===== config.mk =====
export PLATFORM = sky130hd
export DESIGN_NAME = fetch_unit
export DESIGN_NICKNAME = d
export VERILOG_FILES = /design/src/rtl/fetch_unit.sv
export SDC_FILE = /design/constraint.sdc
export NUM_CORES = 1
export LEC_CHECK = 0
export CAP_MARGIN = 20
export CORE_MARGIN = 5
export CORE_UTILIZATION = 48
export DETAILED_ROUTE_END_ITERATION = 12
export GPL_TIMING_DRIVEN = 0
export PLACE_DENSITY = 0.87
export SLEW_MARGIN = 10
export SYNTH_ARGS = -nofsm -noshare
export SYNTH_HDL_FRONTEND = slang
export SYNTH_SLANG_ARGS = --single-unit

===== constraint.sdc =====
create_clock -name clk -period 5.75 [get_ports clk]
set_input_delay 0.8625 -clock clk [delete_from_list [all_inputs] [get_ports clk]]
set_output_delay 0.8625 -clock clk [all_outputs]
set_load 0.02 [all_outputs]

===== src/rtl/fetch_unit.sv =====
// fetch_unit: instruction fetch stage upstream of decode.
// Owns the fetch PC, issues word reads to instruction memory over a req/ack
// handshake and buffers returned words in a DEPTH-entry prefetch FIFO that
// decode drains through a valid/ready handshake. A redirect pulse flushes the
// FIFO and restarts fetch at redirect_pc.
//
// Ports:
//   clk, reset            single clock, async active-high reset
//   imem_req/imem_addr    read request and word-aligned byte address (out)
//   imem_ack/imem_rdata   request accepted, instruction word (in)
//   redirect/redirect_pc  restart pulse and new fetch address (in)
//   id_valid/id_ready     decode handshake; id_instr/id_pc are the FIFO head
//
// state   | meaning
// IDLE    | no request outstanding; waits for a guaranteed FIFO slot
// WAIT    | request at fpc outstanding; data is pushed on ack
// DISCARD | pre-redirect request still outstanding; its data is dropped
module fetch_unit #(
  parameter logic [0:31] RESET_PC = 32'h0000_0000,
  parameter int          DEPTH    = 2
) (
  input  logic        clk,
  input  logic        reset,
  output logic        imem_req,
  output logic [0:31] imem_addr,
  input  logic        imem_ack,
  input  logic [0:31] imem_rdata,
  input  logic        redirect,
  input  logic [0:31] redirect_pc,
  output logic        id_valid,
  input  logic        id_ready,
  output logic [0:31] id_instr,
  output logic [0:31] id_pc
);

  localparam int PW = (DEPTH > 1) ? $clog2(DEPTH) : 1;
  localparam int CW = $clog2(DEPTH + 1);

  typedef enum logic [1:0] {
    IDLE    = 2'd0,
    WAIT    = 2'd1,
    DISCARD = 2'd2
  } state_t;

  state_t        state_q;
  logic [0:31]   fpc_q;
  logic [0:31]   stale_q;
  logic [PW-1:0] rd_q;
  logic [PW-1:0] wr_q;
  logic [CW-1:0] count_q;
  logic [0:31]   pc_mem_q    [DEPTH];
  logic [0:31]   instr_mem_q [DEPTH];

  logic          pop;
  logic          push;
  logic [CW:0]   occ_pop;
  logic [CW:0]   occ_push_pop;
  logic          space;
  logic          room_after_push;
  logic [0:31]   redirect_tgt;

  // The two low address bits of redirect_pc are dropped by design.
  logic unused_redirect_lsbs;
  assign unused_redirect_lsbs = &{1'b0, redirect_pc[30:31]};

  function automatic logic [PW-1:0] next_ptr(input logic [PW-1:0] p);
    return (p == PW'(DEPTH - 1)) ? '0 : p + 1'b1;
  endfunction

  assign redirect_tgt    = {redirect_pc[0:29], 2'b00};
  assign pop             = id_valid && id_ready && !redirect;
  assign push            = (state_q == WAIT) && imem_ack && !redirect;
  assign occ_pop         = {1'b0, count_q} - {{CW{1'b0}}, pop};
  assign occ_push_pop    = occ_pop + {{CW{1'b0}}, 1'b1};
  assign space           = occ_pop < (CW+1)'(DEPTH);
  assign room_after_push = occ_push_pop < (CW+1)'(DEPTH);

  assign imem_req  = (state_q != IDLE);
  // In DISCARD fpc already holds the redirect target, so the in-flight
  // address is presented from the captured copy.
  assign imem_addr = (state_q == DISCARD) ? stale_q : fpc_q;
  assign id_valid  = (count_q != '0);
  assign id_instr  = instr_mem_q[rd_q];
  assign id_pc     = pc_mem_q[rd_q];

  always_ff @(posedge clk or posedge reset) begin
    if (reset) begin
      state_q <= IDLE;
      fpc_q   <= RESET_PC;
      stale_q <= RESET_PC;
    end else if (redirect) begin
      fpc_q <= redirect_tgt;
      case (state_q)
        IDLE: state_q <= IDLE;
        WAIT: begin
          // An ack on this edge completes the request; otherwise it must
          // still be waited out.
          if (imem_ack) begin
            state_q <= IDLE;
          end else begin
            state_q <= DISCARD;
            stale_q <= fpc_q;
          end
        end
        DISCARD: state_q <= imem_ack ? IDLE : DISCARD;
        default: state_q <= IDLE;
      endcase
    end else begin
      case (state_q)
        IDLE: begin
          if (space) state_q <= WAIT;
        end
        WAIT: begin
          if (imem_ack) begin
            fpc_q   <= fpc_q + 32'd4;
            state_q <= room_after_push ? WAIT : IDLE;
          end
        end
        DISCARD: begin
          if (imem_ack) state_q <= IDLE;
        end
        default: state_q <= IDLE;
      endcase
    end
  end

  always_ff @(posedge clk or posedge reset) begin
    if (reset) begin
      rd_q    <= '0;
      wr_q    <= '0;
      count_q <= '0;
      for (int i = 0; i < DEPTH; i++) begin
        pc_mem_q[i]    <= '0;
        instr_mem_q[i] <= '0;
      end
    end else if (redirect) begin
      rd_q    <= '0;
      wr_q    <= '0;
      count_q <= '0;
    end else begin
      if (push) begin
        pc_mem_q[wr_q]    <= fpc_q;
        instr_mem_q[wr_q] <= imem_rdata;
        wr_q              <= next_ptr(wr_q);
      end
      if (pop) rd_q <= next_ptr(rd_q);
      if (push && !pop)      count_q <= count_q + 1'b1;
      else if (pop && !push) count_q <= count_q - 1'b1;
    end
  end

endmodule

[After elaboration in Yosys (flattened, before gate mapping)]
Index checks and enable logic that the tools add are counted.
Operators by class
  mux-type cells: 31
  magnitude comparators: 5
  shifts and indexed selects: 0
  divide/modulo/power cells: 0
  reduce and logical (&&, ||, !) cells: 23
  multipliers: 0
  bitwise logic cells: 4
  equal/unequal tests: 5
  $add $sub $neg: 7
Operator list (number)
  $mux W32: 11
  $bwmux W64: 2
  $add A32 B3 Y32 const B: 1
  $demux W32 S1: 1
  $mux W2: 9
  $reduce_bool A2 Y1: 6
  $ne A3 B3 Y1 const B: 3
  $logic_and A1 B1 Y1: 7
  $mux W1: 7
  $lt A3 B2 Y1 const B: 2
  $pmux W2 S3: 1
  $reduce_and A3 Y1: 2
  $ge A2 B2 Y1 const B: 2
  $not A1 Y2: 2
  $reduce_and A2 Y1: 2
  $add A3 B1 Y3 const B: 1
  $logic_not A1 Y1: 3
  $reduce_bool A3 Y1: 1
  $sub A2 B1 Y3: 1
  $add A1 B1 Y1 const B: 2
  $add A2 B1 Y2 const B: 1
  $eq A2 B1 Y1 const B: 1
  $eq A2 B2 Y1 const B: 1
  $logic_not A2 Y1: 1
  4 further kinds: 5
Storage, ports and cells
  output and inout port bits: 98
  latch bits: 0
  register bits: 198
  bits in read-only memories: 0
  memories kept: 0
  bits in writable memories: 0
  input bits: 69
  word-level logic and storage cells: 85

[Logic depth before layout (Yosys ltp)]
  depth after elaboration: 10
  mapped depth: 11
  depth with buffers taken out: 10

[Worst setup path after synthesis]
No wires, ideal clock.
  path kind: input -> register
  start: input redirect
  end: register state_q[0]
  data arrival time: 2795 ps
  stages: 11
  buffers on the path: 3
  setup slack: 2851 ps
  data required time: 5646 ps
  setup time: 104 ps
  cells stage by stage: clkbuf_1 clkbuf_1 clkbuf_1 nor2_1 ha_1 ha_1 inv_1 ha_1 xnor2_1 a31oi_1 a221oi_1
On the way
  cells in the longest elaborated chain, start to end: 9
  elaborated cells between the ends (all ways): 14
  classes of those cells: add/sub (2); order compare (2); eq/ne (3); mux (4); reduce/logical (3)
Ends and longest elaborated chain
  from (decl): line 28  | input logic redirect,
  $logic_not A1 Y1: line 71  | assign pop = id_valid && id_ready && !redirect;
  $logic_and A1 B1 Y1: line 71
  $sub A2 B1 Y3: line 73  | assign occ_pop = {1'b0, count_q} - {{CW{1'b0}}, pop};
  $add A3 B1 Y3: line 74  | assign occ_push_pop = occ_pop + {{CW{1'b0}}, 1'b1};
  $lt A3 B2 Y1: line 76  | assign room_after_push = occ_push_pop < (CW+1)'(DEPTH);
  $mux W1: line 116  | state_q <= room_after_push ? WAIT : IDLE;
  $mux W2: line 114  | if (imem_ack) begin
  $pmux W2 S3: line 109  | case (state_q)
  $mux W2: line 91  | end else if (redirect) begin
  to (signal assigned): line 105  | DISCARD: state_q <= imem_ack ? IDLE : DISCARD;
  to (signal assigned): line 116
  to (decl): line 45  | state_t state_q;
Parallel ways exist; a longest one is shown, timed or not. The select of a mux whose other input is x is not followed.
A chain may end at the register's enable or synchronous reset.

[Worst setup path in the final report]
  start: register state_q[0]
  end: output imem_addr[15] (netlist name)
On the way
  cells in the longest elaborated chain, start to end: 2
Ends and longest elaborated chain
  $eq A2 B2 Y1: line 81  | assign imem_addr = (state_q == DISCARD) ? stale_q : fpc_q;
  $mux W32: line 81
  to (decl): line 25  | output logic [0:31] imem_addr,
Every way passes these cells.

==> summary.txt <==
Worst setup path
  • Critical Path End: imem_addr[15]
  • FF-to-FF Start: state_q[1]
  • Crit-path slowest cell: clkbuf_1
  • Startpoint types: flip-flop
  • CP Data Arrival Time: 2.92 ns
  • Max Fanout on Critical Path: 10
  • Most frequent CP cell: clkbuf_1
  • Required time worst endpoint: 4.89 ns
  • Largest stage delay, worst path: 0.64 ns
  • Flop-to-flop setup slack: 3.07 ns
  • Crit path kind: reg2out
  • Crit-path cells: inv_1 > ha_1 > clkbuf_1 > clkbuf_1 > mux2_2 > clkdlybuf4s50_1
  • CP Launch Point: state_q[0]
  • Crit path capture type: output port
  • Reg2reg end: pc_mem_q[49]
  • Cells on worst reg2reg path: 7

Pwr
  • Peak VDD IR: 0.000254 V
  • Leak pwr: 4.96 nW
  • PD cells: 467 nW/µm²

GRT
  • GRT Util Overall: 20.5%
  • Global route overflow: 0
  • Vias in the first global route: 6496
  • Global-route wire length before repair: 35.2 mm
  • Largest net degree at the start of global routing: 40
  • Initial antenna violation count: 1

Floorplanning
  • Initial Util: 48.3%
  • Core Box Area: 18600 µm²
  • IO Pins: 167
  • Chip Height: 147 µm
  • FP Rows: 50
  • Die area: 21500 µm²
  • Die Width: 147 µm

STA
  • Final min period: 3.78 ns
  • Max frequency: 264 MHz
  • Hold Vio Cnt, Final: 0
  • Final setup TNS: 0 ns
  • RSZ-0062 raised after global routing: false
  • Max transition margin: 42.9%
  • Setup violators final: 0
  • Tightest Pin Transition: 0.852 ns
  • Max-slew violations: 0
  • Crit share post-route: 65.8%
  • Hold WS: 0.486 ns
  • Max Clock Skew: 0.0105 ns

Placed design
  • Dpl cells: 1098
  • Cell Area, Placed: 11000 µm²
  • Placed wire-length estimate: 15.5 mm
  • Placer Congestion: 0.812
  • PortBufs: 159

Yosys
  • Ys Warns: 0
  • Seq/Total Area, Yosys: 53.0%
  • Synth unique cells: 34
  • Compound-Gate Fraction of Synth Area: 3.44%
  • Largest family of logic cells by synthesized area: multiplexers
  • Leading area contributor after synthesis: dfrtp_1
  • Synthesized instance count: 697
  • Ys async rst share: 100%
  • Post-Synth Adder-Cell Area: 0.976%
  • Seq cells post-synth: 190
  • XOR/XNOR Fraction of Synth Area: 1.56%
  • Simple-gate share of the synthesized area: 7.18%
  • Top_reg_cell synth: dfrtp_1
  • Top post-synthesis cells by count: mux2_2, dfrtp_1, nand2_1
  • Post-synthesis mux area share: 30.6%
  • Synth top area share: 53.0%
  • EDFF count, synth: 0
  • Synth area leaders: dfrtp_1, mux2_2, nand2_1
  • Count leader, synth: mux2_2
  • Post-Syn Area: 8970 µm²
  • Synth Area per Inst: 12.9 µm²

Clock tree
  • CTS tree: built
  • Worst skew pair latency: 0.43 ns
  • TritonCTS Buffers: 17
  • Clock buffer depth: 2
  • Clock sink count: 190
  • Post-CTS Resized: 0
  • Worst-path clk slew: 0.07 ns
  • Post CTS Setup Buffer Count: 0
  • H-tree level count: 4
  • Root buffer cell: clkbuf_16
  • Cts hold-fix bufs: 0

Routing
  • Detail Route Antenna Nets: 0
  • Vias per cell: 5.53
  • Drt drc: 0
  • DR vias: 6244
  • Final wirelength: 21.7 mm
  • Routed wire length per instance: 19.2 µm
  • Drt pass-1 iters: 6
  • Drt initial violations: 395

Layout
  • Final core utilization: 62.5%
  • Net count, final: 959
  • Layout cell share with drive strength beyond 1: 33.8%
  • Finished Layout Cells: 1130
  • Layout area overhead: 29.4%
  • Diode count: 0
  • Cell area after layout: 11600 µm²

Outcome
  • Status: finished clean

Flow run
  • Max cap viols: 0

Worst hold path
  • Worst Hold Class: reg2reg
state kept, by name (all words and copies together), names as in the netlist:
name / flops
instr_mem_q: 64
pc_mem_q: 60
fpc_q: 30
stale_q: 30
count_q: 2
state_q: 2
rd_q: 1
wr_q: 1
cell type report:
| type | instances | area [µm²] |
|---|---|---|
| timing repair buffer | 164 | 1690 |
| multi-input combinational | 442 | 3940 |
| inverter | 12 | 48.8 |
| sequential | 190 | 4750 |
| buffer | 56 | 245 |
| fill | 1406 | 6960 |
| clock inverter | 12 | 185 |
| clock buffer | 20 | 457 |
| tap | 234 | 293 |
cells by family after synthesis:
kind of cell / Yosys count
AOI/OAI and AO/OA: 50
xor gates and xnor gates: 16
adders and majority gates: 7
buffers and inverters: 68
DFF: 190
muxes: 244
other: 1
and+or+nand+nor: 121
cell usage in the layout, fill, tap and decap left out, types with 2 or more instances in the layout:
master	n
a31oi_1	11
clkbuf_16	17
clkinv_4	5
mux2_2	242
or3_1	3
inv_1	11
clkdlybuf4s50_1	159
nor3_1	3
clkbuf_8	2
buf_1	7
nand3_1	18
o31ai_1	7
and4_1	3
nand2_1	35
buf_2	15
and3_1	6
clkbuf_1	30
clkinvlp_4	2
bufinv_16	4
o211ai_1	7
o21ai_0	21
nand4_1	13
conb_1	4
nand4_2	2
ha_1	7
dfrtp_1	190
buf_4	4
xor2_1	10
or4_1	17
buf_12	5
xnor2_1	6
nor2_1	18
mux2i_1	2
layer usage:
layer	vias up	GRT usage [%]	routed length, µm
li1	2879	-	-
met2	193	33.6	10700
met4	2	5.79	387
met5	-	0	13
met3	33	4.78	963
met1	3137	27.5	9630
critical path, delay by kind of cell (launching register included):
family                   cells  cell delay, ns
flip-flops                   1            0.39
buffers and inverters        4            1.53
multiplexers                 1            0.42
adder cells (fa/ha/maj)      1            0.15
worst min-delay path by stage:
stage / start / endpoint / slack, ns / depth (start not counted)
after global placement: pc_mem_q[14] / pc_mem_q[14] / 0.46 / 2
after CTS: pc_mem_q[23] / pc_mem_q[23] / 0.49 / 2
after floorplan: pc_mem_q[14] / pc_mem_q[14] / 0.44 / 2
after detailed placement: pc_mem_q[23] / pc_mem_q[23] / 0.47 / 2
after global routing: stale_q[25] / stale_q[25] / 0.52 / 1
final: pc_mem_q[23] / pc_mem_q[23] / 0.49 / 2
through the flow:
step           power (mW)  setup slack (ns)
2_1_floorplan        3.35              2.44
3_3_place_gp         4.10             0.939
3_5_place_dp         4.19              1.63
4_1_cts              5.48              1.97
5_1_grt              5.71              1.81
6_report             5.43              1.97
report_power, final:
group | switching, mW | leakage [nW] | internal (mW)
Combinational | 0.878 | 2.28 | 1.14
Clock | 0.515 | 0.311 | 0.756
Sequential | 0.271 | 2.36 | 1.87
Total | 1.66 | 4.96 | 3.77
Power figures use the tool's default switching activity.
==> RTL change 1 (same flow settings) <==
The parameter `DEPTH` goes from 2 to 4.
--- a/src/rtl/fetch_unit.sv
+++ b/src/rtl/fetch_unit.sv
@@ -19,3 +19,3 @@
   parameter logic [0:31] RESET_PC = 32'h0000_0000,
-  parameter int          DEPTH    = 2
+  parameter int          DEPTH    = 4
 ) (
Check against the original RTL: not equivalent (Yosys sat finds a counterexample within 4 cycles, from zero or initial values and one cycle with reset high).
==> RTL change 1 against the original RTL <==
Total power rose by 51%. Die area grew 57%. Routed wire length increased by 60%. Worst setup slack worse by 0.22 ns. Synthesized area rose by 62%. Clock skew increased by 0.029 ns. Sequential cell count up 127. Critical endpoint is now imem_addr[4]. Largest cell class unchanged. Final cell count is 45% higher. Non-clock buffer count grew 36. Clock power is 74% higher. Final area is 55% higher.
==> RTL change 1: results <==
set metrics [dict create \
    ys_types 44 \
    worst-endpoint-arrival_ns 3.13 \
    cts_buffers 35 \
    clk-insertion-delay-late_ns 0.53 \
    yosys.area_share.xor_xnor 0.0193 \
    synth_fa_ha_area_frac 0.0108 \
    grt_pass1_wl_um 56200 \
    power_leakage_uw 0.00804 \
    yosys-top-cells-area "dfrtp_1 (55%), mux2_2 (22%), mux4_2 (9.6%), nand2_1 (1.7%), o21ai_0 (1.6%)" \
    tightest_slew_ns 0.852 \
    cts.path.max_buffers 3 \
    pre_cts_ws_ns 2.05 \
    status "finished, final reports clean" \
    globalplace.congestion 0.850 \
    dr.pass1.iters 5 \
    drive_gt1_frac 0.379 \
    grt_pass1_vias 10146 \
    synthTopCellsByCount "dfrtp_1 (317), mux2_2 (287), nand2_1 (67), mux4_2 (62), o21ai_0 (47)" \
    hpwl_um 24400 \
    synth-compound-area-share 0.0242 \
    vias 9221 \
    use_met2 0.352 \
    drt_wl_total_um 34800 \
    use_met3 0.0365 \
    slowest_delay_ns 0.60 \
    irDropWorstVdd_v 0.000256 \
    wl_met3_um 1890 \
    crit_path_top_delay_cell "buf_1" \
    place_area_sq_um 16800 \
    dp_cells 1581 \
    met1Wirelength_um 14600 \
    routed-wl-met2_um 17400 \
]
RTL change 1: power by group:
part           total (uW)  leakage, uW  internal [uW]  switching (uW)
logic                2930      0.00331           1560            1370
registers            3070      0.00418           2780             285
clock network        2210     0.000552           1330             888
total                8220      0.00804           5670            2540
RTL change 1: final timing paths:
kind	start	to	slack (ns)	cells after the start
setup / recovery	state_q[0]	imem_addr[4]	1.75	6
hold reg to reg	pc_mem_q[75]	pc_mem_q[75]	0.48	2
max in group asynchronous	reset	pc_mem_q[78]	3.82	6
setup reg to reg	state_q[0]	count_q[2]	3.18	10
min in group asynchronous	reset	instr_mem_q[42]	0.67	2
hold / removal	pc_mem_q[75]	pc_mem_q[75]	0.48	2
RTL change 1: area by class of cell:
cell class	count	area share
buffer	88	0.0235
clock buffer	54	0.0572
clock inverter	7	0.00654
inverter	14	0.00313
multi-input combinational	604	0.343
sequential	317	0.441
tap	390	0.0272
timing repair buffer	168	0.0986
==> RTL change 2 (config.mk and constraints unchanged) <==
Made on the original files. Re-encode `state_t` (3 states) as one-hot, 3 bits wide.
--- a/src/rtl/fetch_unit.sv
+++ b/src/rtl/fetch_unit.sv
@@ -38,6 +38,6 @@
 
-  typedef enum logic [1:0] {
-    IDLE    = 2'd0,
-    WAIT    = 2'd1,
-    DISCARD = 2'd2
+  typedef enum logic [2:0] {
+    IDLE    = 3'b001,
+    WAIT    = 3'b010,
+    DISCARD = 3'b100
   } state_t;
Check against the original RTL: no difference found for any inputs over 4 cycles, from zero or initial values and one cycle with reset high; so few cycles prove little.
==> RTL change 2 against the original RTL <==
Worst setup slack got worse by 0.46 ns. Core utilization rose by 0.15 points. Final area rose by 1.3%. Routed wire length rose by 4.9%. Sequential cell count rose by 1. Clock skew rose by 0.0054 ns. Synthesized area rose by 2.0%. Non-clock buffer count rose by 3. Total power fell by 10%. Critical path type unchanged. Critical endpoint is now imem_addr[24].
==> RTL change 2: results <==
set metrics [dict create \
    vias 6578 \
    worst-endpoint-arrival_ns 3.38 \
    grt_pass1_wl_um 36900 \
    status "finished, final reports clean" \
    yosys_warnings 0 \
    combPwrFrac 0.356 \
    n_antenna_cell 0 \
    seq_area_frac_synth 0.522 \
    synthTopCellsByCount "mux2_2 (231), dfrtp_1 (190), nand2_1 (45), o21ai_0 (33), clkbuf_1 (30)" \
    avgViaCountPerCell 5.63 \
    worstHoldStart "stale_q[6]" \
    antenna_found_initial 0 \
    skew_ns 0.0159 \
    power_leakage_uw 0.00515 \
    internal-power_uw 3320 \
    dp_cells 1136 \
    comb_cell_power_uw 1740 \
    irDropWorstVdd_v 0.000248 \
    grt_max_degree 38 \
    crit_path_top_delay_cell "nor2_1" \
    drt_iter0_markers 385 \
    syn_inst 734 \
    slowest_delay_ns 0.70 \
    p_seq_frac 0.396 \
    globalplace.congestion 0.839 \
    r2r-start "state_q[0]" \
    yosys-top-cells-area "dfrtp_1 (52%), mux2_2 (28%), nand2_1 (1.8%), o21ai_0 (1.8%), clkbuf_1 (1.2%)" \
    grt_usage 0.212 \
    clk-insertion-delay-late_ns 0.44 \
    nNetsFinal 994 \
    crit_start "state_q[1]" \
    ys_types 51 \
    grt_pass1_vias 6786 \
    slew_headroom 0.397 \
    dr.pass1.iters 5 \
]
==> RTL change 2: worst max-delay path: cells and delay by family, from the launching register on <==
kind	cells	cell delay, ns
simple gates	2	0.91
mux	1	0.43
buf+inv	2	1.16
flops	1	0.44
==> RTL change 2: metrics by stage <==
step                      hold WS [ns]  instance area, sq um  setup slack (ns)
after floorplan                  0.444                  9170              2.43
after global placement           0.458                 11100             0.908
after detailed placement         0.470                 11200              1.84
after CTS                        0.487                 11800              1.49
after global routing             0.508                 11800              1.35
final                            0.488                 11800              1.51
==> RTL change 2: logic make-up after synthesis <==
logic type / count (synthesis) / share of synthesized area
compound gates: 70 / 0.0475
xor+xnor: 13 / 0.0124
fa+ha+maj: 4 / 0.00547
buf+inv: 70 / 0.0338
flops: 191 / 0.522
mux: 233 / 0.286
other cells: 1 / 0.000410
simple gates: 152 / 0.0915
==> RTL change 2: path summary, 6_finish.rpt <==
| path | end | depth (start not counted) | slack [ns] |
|---|---|---|---|
| worst max-delay path | imem_addr[24] | 5 | 1.51 |
| worst min-delay path | stale_q[6] | 2 | 0.49 |
| worst max register to register | instr_mem_q[16] | 6 | 3.07 |
| worst min register to register | stale_q[6] | 2 | 0.49 |
| min in group asynchronous | instr_mem_q[27] | 2 | 0.81 |
| max in group asynchronous | pc_mem_q[43] | 5 | 3.87 |
==> RTL change 2: layout make-up <==
cell class / count / area, sq um
sequential: 191 / 4780
inverter: 12 / 48.8
multi-input combinational: 476 / 4070
fill: 1432 / 7010
clock inverter: 14 / 164
tap: 234 / 293
timing repair buffer: 165 / 1700
clock buffer: 18 / 439
buffer: 58 / 264
==> RTL change 2: routing by layer <==
layer,part of all wire,track usage
met2,0.49,0.347
met1,0.43,0.285
met5,0,0
met4,0.022,0.0624
met3,0.060,0.0488
